[src/rtl/wb_stage_pkg.sv]
// Shared definitions for the write-back stage: bus width defaults and load op codes.
package wb_stage_pkg;

    localparam int DATA_W_DEF     = 32;
    localparam int REG_ADDR_W_DEF = 5;

    localparam logic [2:0] MEM_OP_LB  = 3'b000;
    localparam logic [2:0] MEM_OP_LH  = 3'b001;
    localparam logic [2:0] MEM_OP_LW  = 3'b010;
    localparam logic [2:0] MEM_OP_LBU = 3'b100;
    localparam logic [2:0] MEM_OP_LHU = 3'b101;

endpackage

[src/rtl/wb_stage_load_align.sv]
// Load data aligner: picks the addressed byte/half out of the little-endian RAM word
// and sign- or zero-extends it. Misaligned halves cannot reach here, so addr_lo[0]
// is ignored for halfword loads. Unknown op codes pass the full word through.
module wb_stage_load_align
    import wb_stage_pkg::*;
#(
    parameter int DATA_W = DATA_W_DEF
) (
    input  logic [2:0]        op,
    input  logic [1:0]        addr_lo,
    input  logic [DATA_W-1:0] rdata,
    output logic [DATA_W-1:0] data
);

    logic [7:0]  byte_v;
    logic [15:0] half_v;

    // Lane select and extension of the returned word.
    always_comb begin
        byte_v = rdata[7:0];
        case (addr_lo)
            2'd0:    byte_v = rdata[7:0];
            2'd1:    byte_v = rdata[15:8];
            2'd2:    byte_v = rdata[23:16];
            default: byte_v = rdata[31:24];
        endcase
        half_v = addr_lo[1] ? rdata[31:16] : rdata[15:0];

        data = rdata;
        case (op)
            MEM_OP_LB:  data = {{(DATA_W-8){byte_v[7]}}, byte_v};
            MEM_OP_LH:  data = {{(DATA_W-16){half_v[15]}}, half_v};
            MEM_OP_LBU: data = {{(DATA_W-8){1'b0}}, byte_v};
            MEM_OP_LHU: data = {{(DATA_W-16){1'b0}}, half_v};
            default:    data = rdata;
        endcase
    end

endmodule

[src/rtl/wb_stage.sv]
// Write-back stage: takes one retiring instruction per cycle from MEM, waits for the
// RAM response on loads, and drives the register-file write channel and retire trace.
//
//  state        | meaning
//  -------------+------------------------------------------------------------
//  ST_EMPTY     | nothing held; ready for a new instruction
//  ST_WAIT_LOAD | load captured, waiting for ram_rvalid
//  ST_VALID     | result complete; write/retire presented this cycle
//  ST_DRAIN     | load was flushed; swallow its RAM response, then go empty
module wb_stage
    import wb_stage_pkg::*;
#(
    parameter int DATA_W     = DATA_W_DEF,
    parameter int REG_ADDR_W = REG_ADDR_W_DEF
) (
    input  logic                  clk,
    input  logic                  rst,
    input  logic                  in_valid,
    output logic                  in_ready,
    input  logic [DATA_W-1:0]     in_pc,
    input  logic                  in_reg_wen,
    input  logic [REG_ADDR_W-1:0] in_reg_waddr,
    input  logic [DATA_W-1:0]     in_result,
    input  logic                  in_mem_read,
    input  logic [2:0]            in_mem_op,
    input  logic [1:0]            in_addr_lo,
    input  logic                  flush,
    input  logic                  ram_rvalid,
    input  logic [DATA_W-1:0]     ram_rdata,
    output logic                  write_en,
    output logic [REG_ADDR_W-1:0] write_addr,
    output logic [DATA_W-1:0]     write_data,
    output logic                  retire_valid,
    output logic [DATA_W-1:0]     retire_pc
);

    typedef enum logic [1:0] {
        ST_EMPTY     = 2'd0,
        ST_WAIT_LOAD = 2'd1,
        ST_VALID     = 2'd2,
        ST_DRAIN     = 2'd3
    } state_t;

    state_t                state_q;
    logic [DATA_W-1:0]     pc_q;
    logic                  wen_q;
    logic [REG_ADDR_W-1:0] waddr_q;
    logic [DATA_W-1:0]     data_q;
    logic [2:0]            op_q;
    logic [1:0]            addr_lo_q;

    logic                  accept;
    logic                  is_valid;
    logic [DATA_W-1:0]     aligned_data;

    wb_stage_load_align #(.DATA_W(DATA_W)) u_load_align (
        .op      (op_q),
        .addr_lo (addr_lo_q),
        .rdata   (ram_rdata),
        .data    (aligned_data)
    );

    // Handshake: only EMPTY/VALID can take a new instruction, and never during flush.
    always_comb begin
        in_ready = ((state_q == ST_EMPTY) || (state_q == ST_VALID)) && !flush;
        accept   = in_valid && in_ready;
    end

    // Stage FSM and holding registers.
    always_ff @(posedge clk) begin
        if (rst) begin
            state_q   <= ST_EMPTY;
            pc_q      <= '0;
            wen_q     <= 1'b0;
            waddr_q   <= '0;
            data_q    <= '0;
            op_q      <= '0;
            addr_lo_q <= '0;
        end else begin
            case (state_q)
                ST_EMPTY, ST_VALID: begin
                    if (accept) begin
                        pc_q      <= in_pc;
                        wen_q     <= in_reg_wen;
                        waddr_q   <= in_reg_waddr;
                        op_q      <= in_mem_op;
                        addr_lo_q <= in_addr_lo;
                        if (in_mem_read) begin
                            data_q  <= '0;
                            state_q <= ST_WAIT_LOAD;
                        end else begin
                            data_q  <= in_result;
                            state_q <= ST_VALID;
                        end
                    end else begin
                        state_q <= ST_EMPTY;
                    end
                end
                ST_WAIT_LOAD: begin
                    if (ram_rvalid) begin
                        if (flush) begin
                            state_q <= ST_EMPTY;
                        end else begin
                            data_q  <= aligned_data;
                            state_q <= ST_VALID;
                        end
                    end else if (flush) begin
                        state_q <= ST_DRAIN;
                    end
                end
                ST_DRAIN: begin
                    if (ram_rvalid) begin
                        state_q <= ST_EMPTY;
                    end
                end
                default: state_q <= ST_EMPTY;
            endcase
        end
    end

    // Write channel and retire trace; r0 writes are suppressed so forwarding stays zero.
    always_comb begin
        is_valid     = (state_q == ST_VALID);
        write_en     = is_valid && wen_q && (waddr_q != '0);
        write_addr   = is_valid ? waddr_q : '0;
        write_data   = is_valid ? data_q : '0;
        retire_valid = is_valid;
        retire_pc    = is_valid ? pc_q : '0;
    end

endmodule
[config.mk]
export PLATFORM = sky130hd
export DESIGN_NAME = wb_stage
export DESIGN_NICKNAME = d
export VERILOG_FILES = /design/src/rtl/wb_stage_pkg.sv /design/src/rtl/wb_stage_load_align.sv /design/src/rtl/wb_stage.sv
export SDC_FILE = /design/constraint.sdc
export NUM_CORES = 1
export LEC_CHECK = 0
export ABC_CLOCK_PERIOD_IN_PS = 1700
export BUFFER_PORTS_ARGS = -buffer_cell sky130_fd_sc_hd__buf_2
export CAP_MARGIN = 10
export CORE_MARGIN = 1.5
export CORE_UTILIZATION = 44
export CTS_CLUSTER_DIAMETER = 120
export DETAILED_ROUTE_END_ITERATION = 7
export PLACE_DENSITY = 0.85
export SLEW_MARGIN = 20
export SYNTH_ARGS = -nofsm -noshare
export SYNTH_HDL_FRONTEND = slang
export SYNTH_SLANG_ARGS = --single-unit
export TNS_END_PERCENT = 50
[constraint.sdc]
create_clock -name clk -period 1.7 [get_ports clk]
set_clock_uncertainty 0.2 [all_clocks]
set_input_delay 0.34 -clock clk [delete_from_list [all_inputs] [get_ports clk]]
set_output_delay 0.34 -clock clk [all_outputs]
set_load 0.005 [all_outputs]
Word-level counts from Yosys, hierarchy flattened
Index checks and enable logic that the tools add are counted.
{"block": "word_totals", "ff_bits": 77, "output_inout_bits": 72, "word_cells": 53}
{"block": "classes", "n_eq_ne": 13, "muxes": 18, "reduce_logical": 15}
{"op": "$mux W32", "count": 6}
{"op": "$pmux W32 S4", "count": 1}
{"op": "$pmux W32 S2", "count": 1}
{"op": "$pmux W8 S3", "count": 1}
{"op": "$mux W16", "count": 1}
{"op": "$mux W2", "count": 6}
{"op": "$ne A2 B2 Y1 const B", "count": 4}
{"op": "$eq A2 B2 Y1 const B", "count": 3}
{"op": "$eq A3 B3 Y1 const B", "count": 2}
{"op": "$pmux W2 S3", "count": 1}
{"op": "$mux W5", "count": 1}
{"op": "$reduce_bool A5 Y1", "count": 1}
{"op": "$eq A2 B1 Y1 const B", "count": 2}
{"op": "$logic_and A1 B1 Y1", "count": 4}
{"op": "$logic_not A2 Y1", "count": 2}
{"op": "$reduce_and A2 Y1", "count": 2}
{"op": "$reduce_and A4 Y1", "count": 1}
{"op": "$eq A3 B1 Y1 const B", "count": 1}
{"op": "$logic_not A3 Y1", "count": 1}
{"op": "$ne A3 B3 Y1 const B", "count": 1}
{"op": "$reduce_bool A2 Y1", "count": 1}
{"op": "$reduce_or A2 Y1", "count": 1}
{"op": "$logic_not A1 Y1", "count": 1}
{"op": "$logic_or A1 B1 Y1", "count": 1}

Longest topological paths before layout
Gate-level depths: netlist of run 1.
{"block": "depth", "word_depth": 6, "mapped_depth": 7, "depth_no_buf": 4}

Modules after synthesis
From an unflattened synthesis of run 1, not the netlist that was laid out.
{"block": "unflattened", "hier_cells": 601, "area_unflattened_um2": 4574.4}
{"mod": "wb_stage", "n_inst": 1, "cells_per_inst": 470, "area_per_inst_um2": 3851.2, "seq_area_each_um2": 1541.5}
{"mod": "wb_stage_load_align", "n_inst": 1, "cells_per_inst": 131, "area_per_inst_um2": 723.2, "seq_area_each_um2": 0.0}

Worst setup path before layout of run 1
No wires, ideal clock.
{"block": "synth_timing", "path_kind": "register to register", "startpoint": "register addr_lo_q[0]", "endpoint": "register data_q[10]", "setup_ns": 0.151, "t_arrival_ns": 1.499, "slack_ns": -0.150, "stages_incl_launch_ff": 5, "path_buffers": 0, "cell_sequence": "dfxtp_1 > mux2_2 > a22o_1 > a211oi_4 > a2111oi_0"}
{"block": "synth_via", "elab_chain_cells": 6, "elab_cells_between_ends": 8, "cone_classes": "eq/ne: 2; mux: 5; reduce/logical: 1"}
{"element": "start, declared", "line_no": "wb_stage.sv:50", "rtl": "logic [1:0] addr_lo_q;"}
{"element": "start signal, assigned", "line_no": "wb_stage.sv:87", "rtl": "addr_lo_q <= in_addr_lo;"}
{"element": "$eq A2 B2 Y1, or another cell as far along", "line_no": "wb_stage_load_align.sv:21", "rtl": "case (addr_lo)"}
{"element": "$pmux W8 S3 *", "line_no": "wb_stage_load_align.sv:21"}
{"element": "$pmux W32 S4 *", "line_no": "wb_stage_load_align.sv:30", "rtl": "case (op)"}
{"element": "$mux W32 *", "line_no": "wb_stage.sv:101", "rtl": "if (flush) begin"}
{"element": "$mux W32 *", "line_no": "wb_stage.sv:100", "rtl": "if (ram_rvalid) begin"}
{"element": "$pmux W32 S2 *", "line_no": "wb_stage.sv:80", "rtl": "case (state_q)"}
{"element": "end signal, assigned", "line_no": "wb_stage.sv:92", "rtl": "data_q <= in_result;"}
{"element": "end signal, assigned", "line_no": "wb_stage.sv:104", "rtl": "data_q <= aligned_data;"}
{"element": "end, declared", "line_no": "wb_stage.sv:48", "rtl": "logic [DATA_W-1:0] data_q;"}
Every way passes the cells marked *; elsewhere a longest branch is shown, timed or not. The select of a mux whose other input is x is not followed.
A chain may end at the register's enable or synchronous reset.

Final worst setup path of run 1
{"block": "layout_timing", "startpoint": "register waddr_q[0]", "endpoint": "output write_en"}
{"block": "layout_via", "elab_chain_cells": 2}
{"element": "start, declared", "line_no": "wb_stage.sv:47", "rtl": "logic [REG_ADDR_W-1:0] waddr_q;"}
{"element": "start signal, assigned", "line_no": "wb_stage.sv:85", "rtl": "waddr_q <= in_reg_waddr;"}
{"element": "$reduce_bool A5 Y1", "line_no": "wb_stage.sv:124", "rtl": "write_en = is_valid && wen_q && (waddr_q != '0);"}
{"element": "$logic_and A1 B1 Y1", "line_no": "wb_stage.sv:124"}
{"element": "end, declared", "line_no": "wb_stage.sv:30", "rtl": "output logic write_en,"}
No other way between the ends.

==> parameters.txt, run 1 <==
Parameter                              Value

Yosys
  Proportion of netlist area held by the largest area contributor ... 0.352
  Total standard cell area after synthesis ... 4380 sq um
  Cell types with the largest area share after synthesis ... sky130_fd_sc_hd__dfxtp_1, sky130_fd_sc_hd__and2_1, sky130_fd_sc_hd__a21oi_1, sky130_fd_sc_hd__nand2_1, sky130_fd_sc_hd__nand2b_1
  Number of warning messages in the yosys log ... 0
  Top_reg_cell synth ... sky130_fd_sc_hd__dfxtp_1
  Leading cell type by number of instances after synthesis ... sky130_fd_sc_hd__nand2_1
  Commonest cells in the synthesized netlist ... sky130_fd_sc_hd__nand2_1, sky130_fd_sc_hd__dfxtp_1, sky130_fd_sc_hd__a21oi_1, sky130_fd_sc_hd__and2_1, sky130_fd_sc_hd__clkbuf_1
  Post-synthesis instance total ... 567
  Number of storage elements in the synthesis netlist ... 77
  Library cell occupying the most area in the post-synthesis netlist ... sky130_fd_sc_hd__dfxtp_1
  Mean instance size in the synthesized netlist ... 7.73 sq um
  Syn nets ... 680
  Async S/R FF share, synth ... 0
  Portion of the post-synthesis area used by sequential elements ... 0.352
  Number of synthesized flops with an enable pin ... 0
  Synth unique cells ... 48

Route
  Residual DRC ... 0
  Remaining antenna violation count ... 0
  Iteration-0 DRC count of the detailed router ... 357
  Final WL ... 14.8 mm
  DRT Pass-1 Iters ... 6
  Via density ... 5.45
  Average wire per standard cell ... 16.5 um
  Via count of the routed design ... 4892

Pwr
  Leak Pwr ... 0.00278 uW
  Internal power ... 3050 uW
  Sw Ratio ... 0.287
  Power per cell area ... 689 nW/um^2
  Switch Pwr ... 1230 uW
  Combinational power share ... 0.212
  Fraction of power consumed by the clock network ... 0.329
  Share of power burned in registers ... 0.459
  IR Drop Worst-Case VDD ... 0.000386 V

Critical path
  Crit path capture type ... output pin
  Critical path arrival ... 1490 ps
  Startpoint class of the critical path ... flop
  Kind of critical path ... flop to output pin
  Highest net fanout along the worst path ... 3
  Endpoint required time on the critical path ... between 1000 and 1500 ps

Die
  Num rows ... 36
  Top-level port count ... 185
  Die width ... 103 um
  Floorplan die area ... approximately 11000 sq um
  Std-Cell Core Area ... 9730 sq um
  Initial Utilization ... 0.450
  Die height ... 103 um

Status
  Failing checks ... negative setup slack
  Outcome ... finished, violations left

Cells and area
  Area Growth Syn to Fin ... 41.6%
  Layout Cell Area excl Fill ... between 6000 and 7000 sq um
  Layout cell share with drive strength beyond 1 ... 0.394
  Number of diodes ... 0
  Final #Nets ... approximately 870
  Count of filler cells inserted in the layout ... 858

Global route
  Overall track demand over capacity in global routing ... 0.272
  First-pass GRT wire length ... 22.3 mm
  Number of antenna violations at the first check in global routing ... 0
  Largest net degree at the start of global routing ... 39
  Number of global-route vias before repair ... approximately 4500
  Grt ovf ... 0

CTS
  Clock Tree Buf Depth ... 2
  Clock transition at path regs ... approximately 80 ps
  CTS Buf Count ... 9
  Clock tree from TritonCTS ... yes
  Buffer type at the clock tree root ... sky130_fd_sc_hd__clkbuf_8
  Clock latency on the worst-skew pair ... 350 ps
  Level count of the clock H-tree ... 3
  Clock sink count ... 77

STA
  Least setup slack across all paths after layout ... -327 ps
  Actual slew at the worst max-slew pin ... around 460 ps
  Setup repair after global routing missed its margin ... yes
  Total count of max-transition violations in the final report ... 0
  Hold Violations, Final ... 0
  Final setup violating endpoints ... 98
  Max transition margin ... 0.695
  Share of the clock period used by the worst path after layout ... 1.19
  Max frequency ... 493 MHz
  Shortest period the worst path allows ... 2030 ps

Place
  Placed instance area ... approximately 5700 sq um
  Final GP Congestion ... 0.937
  Count of port buffers added during placement ... around 180
  Detailed placer's ending HPWL ... 11.0 mm
  Worst slack after detailed placement ... -322 ps

Flow run
  Max-cap check violation count ... 0

Hold path
  Min-delay worst type ... input pin to flop
[logic make-up after synthesis]
family / count (synthesis) / synth area share
buf+inv: 57 / 0.0594
simple gates: 262 / 0.315
mux: 16 / 0.0394
compound gates: 155 / 0.234
flops: 77 / 0.352
[area by class of cell]
class | count | area [sq um] | share of cell area
Clock buffer | 11 | 141 | 0.0228
Clock inverter | 5 | 60.1 | 0.00968
Inverter | 5 | 18.8 | 0.00303
Multi-Input combinational cell | 433 | 2740 | 0.441
Sequential cell | 77 | 1560 | 0.251
Tap cell | 133 | 166 | 0.0268
Timing Repair Buffer | 233 | 1520 | 0.245
[power groups by stage]
stage	registers (uW)	clock network [uW]	logic (uW)
3_5_place_dp	2000	0	818
6_report	1960	1410	906
3_3_place_gp	2000	0	793
4_1_cts	1960	1440	865
5_1_grt	1970	1530	982
2_1_floorplan	1980	0	467
[cells in the final DEF, fill, tap and decap left out, types with 2 or more instances in the layout]
master / synthesis / final
sky130_fd_sc_hd__a2111oi_1: 1 / 2
sky130_fd_sc_hd__a2111oi_2: 3 / 6
sky130_fd_sc_hd__a211oi_1: 17 / 14
sky130_fd_sc_hd__a211oi_2: 0 / 3
sky130_fd_sc_hd__a21oi_1: 69 / 68
sky130_fd_sc_hd__a221oi_1: 10 / 7
sky130_fd_sc_hd__a221oi_2: 0 / 3
sky130_fd_sc_hd__a222oi_1: 7 / 7
sky130_fd_sc_hd__a22oi_1: 8 / 8
sky130_fd_sc_hd__and2_1: 69 / 60
sky130_fd_sc_hd__and2_4: 0 / 9
sky130_fd_sc_hd__and4_1: 6 / 6
sky130_fd_sc_hd__buf_12: 0 / 9
sky130_fd_sc_hd__buf_2: 9 / 176
sky130_fd_sc_hd__buf_4: 3 / 26
sky130_fd_sc_hd__buf_6: 3 / 19
sky130_fd_sc_hd__clkbuf_8: 0 / 10
sky130_fd_sc_hd__clkinv_4: 0 / 2
sky130_fd_sc_hd__dfxtp_1: 77 / 71
sky130_fd_sc_hd__dfxtp_2: 0 / 2
sky130_fd_sc_hd__dfxtp_4: 0 / 4
sky130_fd_sc_hd__inv_1: 5 / 5
sky130_fd_sc_hd__mux2_2: 10 / 7
sky130_fd_sc_hd__mux2_4: 0 / 3
sky130_fd_sc_hd__mux2i_1: 6 / 6
sky130_fd_sc_hd__nand2_1: 89 / 89
sky130_fd_sc_hd__nand2b_1: 27 / 26
sky130_fd_sc_hd__nand3_1: 16 / 16
sky130_fd_sc_hd__nand3b_1: 2 / 2
sky130_fd_sc_hd__nor2_1: 30 / 28
sky130_fd_sc_hd__nor2_2: 1 / 3
sky130_fd_sc_hd__nor2b_1: 11 / 9
sky130_fd_sc_hd__nor2b_4: 0 / 2
sky130_fd_sc_hd__o21ai_0: 22 / 18
sky130_fd_sc_hd__o21ai_1: 0 / 4
sky130_fd_sc_hd__o2bb2ai_1: 6 / 6
[worst max-delay path: stages (launching register included)]
cell	delay, ps
sky130_fd_sc_hd__dfxtp_1	330
sky130_fd_sc_hd__or3_4	390
sky130_fd_sc_hd__o311a_1	300
sky130_fd_sc_hd__buf_2	130
[flip-flops by register name, summed over array words and instances (netlist names)]
register / count
wen_q: 1
pc_q: 32
addr_lo_q: 2
state_q: 2
op_q: 3
waddr_q: 5
data_q: 32
[path summary, 6_finish.rpt]
kind / start / end / slack, ps / cells after the start
worst max register to register: addr_lo_q[0]$_SDFFE_PP0P_ / data_q[0]$_SDFFE_PP0P_ / -130 / 6
worst min-delay path: in_pc[14] / pc_q[14]$_SDFFE_PP0P_ / 20 / 3
worst max-delay path: waddr_q[0]$_SDFFE_PP0P_ / write_en / -330 / 3
worst min register to register: pc_q[19]$_SDFFE_PP0P_ / pc_q[19]$_SDFFE_PP0P_ / 260 / 2
[routing by layer]
layer | vias up | GRT usage | routed length (um)
met2 | 241 | 0.457 | 7030
met3 | 24 | 0.0685 | 1210
met1 | 2272 | 0.328 | 6130
met4 | 0 | 0.123 | 414
li1 | 2355 | - | -
met5 | - | 0 | 0
[per-stage QoR]
step	utilization	TNS, ps	cells	hold slack (ps)	total power, uW
floorplan	-	-536	567	232	2450
global placement	0.583	-6080	872	237	2790
detailed placement	0.583	-10820	872	245	2820
CTS	0.622	-23950	894	0.308	4260
global route	0.638	-29360	897	3.33	4480
finish	0.638	-21480	897	21.3	4270
[repair_timing]
| item | in CTS | in global routing |
|---|---|---|
| setup buffers | 4 | 3 |
| hold buffers | 1 | 0 |
| cloned | 1 | 1 |
| setup endpoints to repair | 142 | 148 |
| hold endpoints to repair | 1 | 0 |
| pin swaps | 12 | 14 |
| resized for setup | 39 | 34 |
(Power assumes the default switching activity.)
==> inputs of run 2 (changes only) <==
--- a/config.mk
+++ b/config.mk
@@ -8,11 +8,13 @@
 export ABC_CLOCK_PERIOD_IN_PS = 1700
 export BUFFER_PORTS_ARGS = -buffer_cell sky130_fd_sc_hd__buf_2
 export CAP_MARGIN = 10
+export CELL_PAD_IN_SITES_DETAIL_PLACEMENT = 1
+export CELL_PAD_IN_SITES_GLOBAL_PLACEMENT = 1
 export CORE_MARGIN = 1.5
-export CORE_UTILIZATION = 44
+export CORE_UTILIZATION = 30
 export CTS_CLUSTER_DIAMETER = 120
 export DETAILED_ROUTE_END_ITERATION = 7
-export PLACE_DENSITY = 0.85
+export PLACE_DENSITY = 0.84
 export SLEW_MARGIN = 20
 export SYNTH_ARGS = -nofsm -noshare
 export SYNTH_HDL_FRONTEND = slang
==> run 2 against run 1 <==
Compared with the run above: the flow still finishes with violations (negative setup slack); global-route usage is 2.9 points lower; clock-buffer cell count is 2 lower; register-to-register slack worse by 300 ps; critical endpoint is now data_q[11]$_SDFFE_PP0P_; largest power group is now clock.
==> parameters.txt, run 2 (synthesis gave the netlist of run 1 again) <==
Parameter                              Value

Pwr
  Sw Ratio ... 0.318 (was 0.287)
  Power per cell area ... 704 nW/um^2 (was 689 nW/um^2)
  Internal power ... 3460 uW (was 3050 uW)
  Combinational power share ... 0.222 (was 0.212)
  IR Drop Worst-Case VDD ... 0.000451 V (was 0.000386 V)
  Post-route total power ... 5070 uW (was 4270 uW)
  Share of power burned in registers ... 0.389 (was 0.459)
  Switch Pwr ... 1610 uW (was 1230 uW)
  Fraction of power consumed by the clock network ... 0.390 (was 0.329)
  Leak Pwr ... 0.00310 uW (was 0.00278 uW)

Cells and area
  Layout cell share with drive strength beyond 1 ... 0.488 (was 0.394)
  Count of filler cells inserted in the layout ... 1665 (was 858)
  Area of the multi-input gates ... 3020 sq um (was 2740 sq um)
  Area Growth Syn to Fin ... 64.2% (was 41.6%)
  Largest registers ... data_q (32), pc_q (32), waddr_q (5) (unchanged)
  Register Area ... 1560 sq um (about the same)
  Final #Nets ... 893 (was 872)
  Number of diodes ... 0 (unchanged)
  Core Util, Final ... 0.512 (was 0.638)
  Layout Cell Area excl Fill ... 7200 sq um (was 6200 sq um)
  Top library cells by usage in the layout, fill and taps aside ... sky130_fd_sc_hd__buf_2, sky130_fd_sc_hd__nand2_1, sky130_fd_sc_hd__dfxtp_1 (unchanged)
  Commonest non-fill, non-tap cell in the layout ... sky130_fd_sc_hd__buf_2 (unchanged)

STA
  Least setup slack across all paths after layout ... -431 ps (was -327 ps)
  Max transition margin ... 0.617 (was 0.695)
  Final setup violating endpoints ... 147 (was 98)
  Actual slew at the worst max-slew pin ... 574 ps (was 457 ps)
  Max frequency ... 469 MHz (was 493 MHz)
  Setup Total Neg Slack ... -29380 ps (was -21480 ps)
  Shortest period the worst path allows ... 2130 ps (was 2030 ps)
  Worst hold slack ... 14.6 ps (was 21.3 ps)
  Hold Violations, Final ... 0 (unchanged)
  Setup repair after global routing missed its margin ... yes (unchanged)
  Share of the clock period used by the worst path after layout ... 1.25 (was 1.19)
  Total count of max-transition violations in the final report ... 0 (unchanged)

CTS
  Hold-fix buffers at CTS ... 0 (was 1)
  Buffer type at the clock tree root ... sky130_fd_sc_hd__clkbuf_16 (was sky130_fd_sc_hd__clkbuf_8)
  Clock latency on the worst-skew pair ... 350 ps (about the same)
  Clock Tree Buf Depth ... 2 (unchanged)
  Level count of the clock H-tree ... 3 (unchanged)
  CTS Buf Count ... 9 (unchanged)
  Clock sink count ... 77 (unchanged)
  Clock transition at path regs ... 70 ps (was 80 ps)
  Clock tree from TritonCTS ... yes (unchanged)

Critical path
  Reg-to-reg critical path endpoint ... data_q[11]$_SDFFE_PP0P_ (was data_q[0]$_SDFFE_PP0P_)
  Flop-to-flop setup slack ... -430 ps (was -130 ps)
  Worst path cell trace ... buf_6 > nor4bb_4 > buf_4 > nor2_4 > a211oi_4 > buf_12 > a2111oi_2 (was or3_4 > o311a_1 > buf_2)
  Crit-path max cell delay ... 600 ps (was 390 ps)
  Crit path max-delay cell type ... sky130_fd_sc_hd__a2111oi_2 (was sky130_fd_sc_hd__or3_4)
  CP delay by family, top ... compound AO/OA/AOI/OAI gates (was simple AND/OR/NAND/NOR gates)
  Start of the worst register-to-register path ... state_q[0]$_SDFFE_PP0P_ (was addr_lo_q[0]$_SDFFE_PP0P_)
  Endpoint required time on the critical path ... 1700 ps (was 1160 ps)
  Critical path arrival ... 2130 ps (was 1490 ps)
  Crit path buf inv count ... 3 (was 1)
  Crit path capture type ... flop (was output pin)
  Depth of the worst register-to-register path ... 7 (was 6)
  Kind of critical path ... flop to flop (was flop to output pin)
  Highest net fanout along the worst path ... 8 (was 3)
  Startpoint class of the critical path ... flop (unchanged)

Hold path
  Startpoint of the most critical hold path ... in_pc[5] (was in_pc[14])
  Cell depth of the worst hold path ... 3 (unchanged)
  Capture endpoint of the worst hold path ... pc_q[5]$_SDFFE_PP0P_ (was pc_q[14]$_SDFFE_PP0P_)
  Min-delay worst type ... input pin to flop (unchanged)

Place
  Final GP Congestion ... 0.863 (was 0.937)
  Detailed placer's ending HPWL ... 12.3 mm (was 11.0 mm)
  Count of port buffers added during placement ... 184 (unchanged)
  Placed instance area ... 5790 sq um (was 5670 sq um)

Die
  Die height ... 124 um (was 103 um)
  Initial Utilization ... 0.312 (was 0.450)
  Num rows ... 43 (was 36)
  Die width ... 124 um (was 103 um)
  Top-level port count ... 185 (unchanged)
  Floorplan die area ... 15300 sq um (was 10600 sq um)
  Std-Cell Core Area ... 14000 sq um (was 9730 sq um)

Global route
  Grt ovf ... 0 (unchanged)
  Largest net degree at the start of global routing ... 43 (was 39)
  Number of global-route vias before repair ... 5259 (was 4530)
  Overall track demand over capacity in global routing ... 0.242 (was 0.272)
  First-pass GRT wire length ... 28.1 mm (was 22.3 mm)
  Number of antenna violations at the first check in global routing ... 0 (unchanged)

Route
  Iteration-0 DRC count of the detailed router ... 366 (was 357)
  Via count of the routed design ... 5344 (was 4892)
  Remaining antenna violation count ... 0 (unchanged)
  Residual DRC ... 0 (unchanged)
  Average wire per standard cell ... 21.8 um (was 16.5 um)
  DRT Pass-1 Iters ... 6 (unchanged)
  Final WL ... 21.0 mm (was 14.8 mm)
  Via density ... 5.54 (was 5.45)

Status
  Outcome ... finished, violations left (unchanged)
  Failing checks ... negative setup slack (unchanged)

Flow run
  Max-cap check violation count ... 0 (unchanged)
run 2: cell count changes in the layout (fill, tap and decap cells not counted), sizes merged:
| cell | previous run | this run |
|---|---|---|
| clkinv | 3 | 1 |
| buf | 232 | 248 |
| clkbuf | 11 | 15 |
| dlygate4sd3 | 1 | 0 |
| bufinv | 1 | 0 |
| inv | 5 | 10 |
run 2: through the flow:
| stage | worst slack (ps) | instances |
|---|---|---|
| 2_1_floorplan | -53.9 | 567 |
| 3_3_place_gp | -166 | 923 |
| 3_5_place_dp | -293 | 923 |
| 4_1_cts | -313 | 953 |
| 5_1_grt | -479 | 965 |
| 6_report | -431 | 965 |
run 2: worst reg2reg max path, delay by kind of cell (launching register included):
| kind | cells | cell delay [ps] |
|---|---|---|
| buffers and inverters | 3 | 440 |
| flip-flops | 1 | 360 |
| AND/OR/NAND/NOR | 2 | 320 |
| AO/OA/AOI/OAI | 2 | 660 |
run 2: worst max-delay path by stage:
stage	from	end	slack, ps	depth (start not counted)
floorplan	addr_lo_q[0]$_SDFFE_PP0P_	data_q[10]$_SDFFE_PP0P_	-50	4
global placement	flush	data_q[11]$_SDFFE_PP0P_	-170	6
detailed placement	flush	data_q[9]$_SDFFE_PP0P_	-290	6
CTS	waddr_q[2]$_SDFFE_PP0P_	write_en	-310	3
global route	state_q[0]$_SDFFE_PP0P_	data_q[11]$_SDFFE_PP0P_	-480	7
finish	state_q[0]$_SDFFE_PP0P_	data_q[11]$_SDFFE_PP0P_	-430	7
run 2: power groups by stage:
stage	logic, uW	clock network (uW)	registers [uW]
final	1120	1980	1970
after global routing	1190	2090	1980
after CTS	960	1980	1960
after detailed placement	852	0	2000
after global placement	833	0	2000
after floorplan	467	0	1980
run 2: routing by layer:
layer | track usage | share of wire
met5 | 0 | 0
met2 | 0.410 | 0.50
met1 | 0.290 | 0.39
met4 | 0.103 | 0.033
met3 | 0.0646 | 0.081
run 2: timing repair:
action | in CTS | in global routing
gates cloned | 2 | 8
setup endpoints to repair | 148 | 148
pin swaps | 14 | 62
resized for setup | 49 | 136
buffers inserted | 12 | 5
run 2: cell type report:
cell class	instances	area share
Multi-Input combinational cell	433	0.419
Timing Repair Buffer	254	0.290
Tap cell	180	0.0313
Sequential cell	77	0.216
Clock buffer	9	0.0313
Inverter	5	0.00261
Clock inverter	7	0.00904
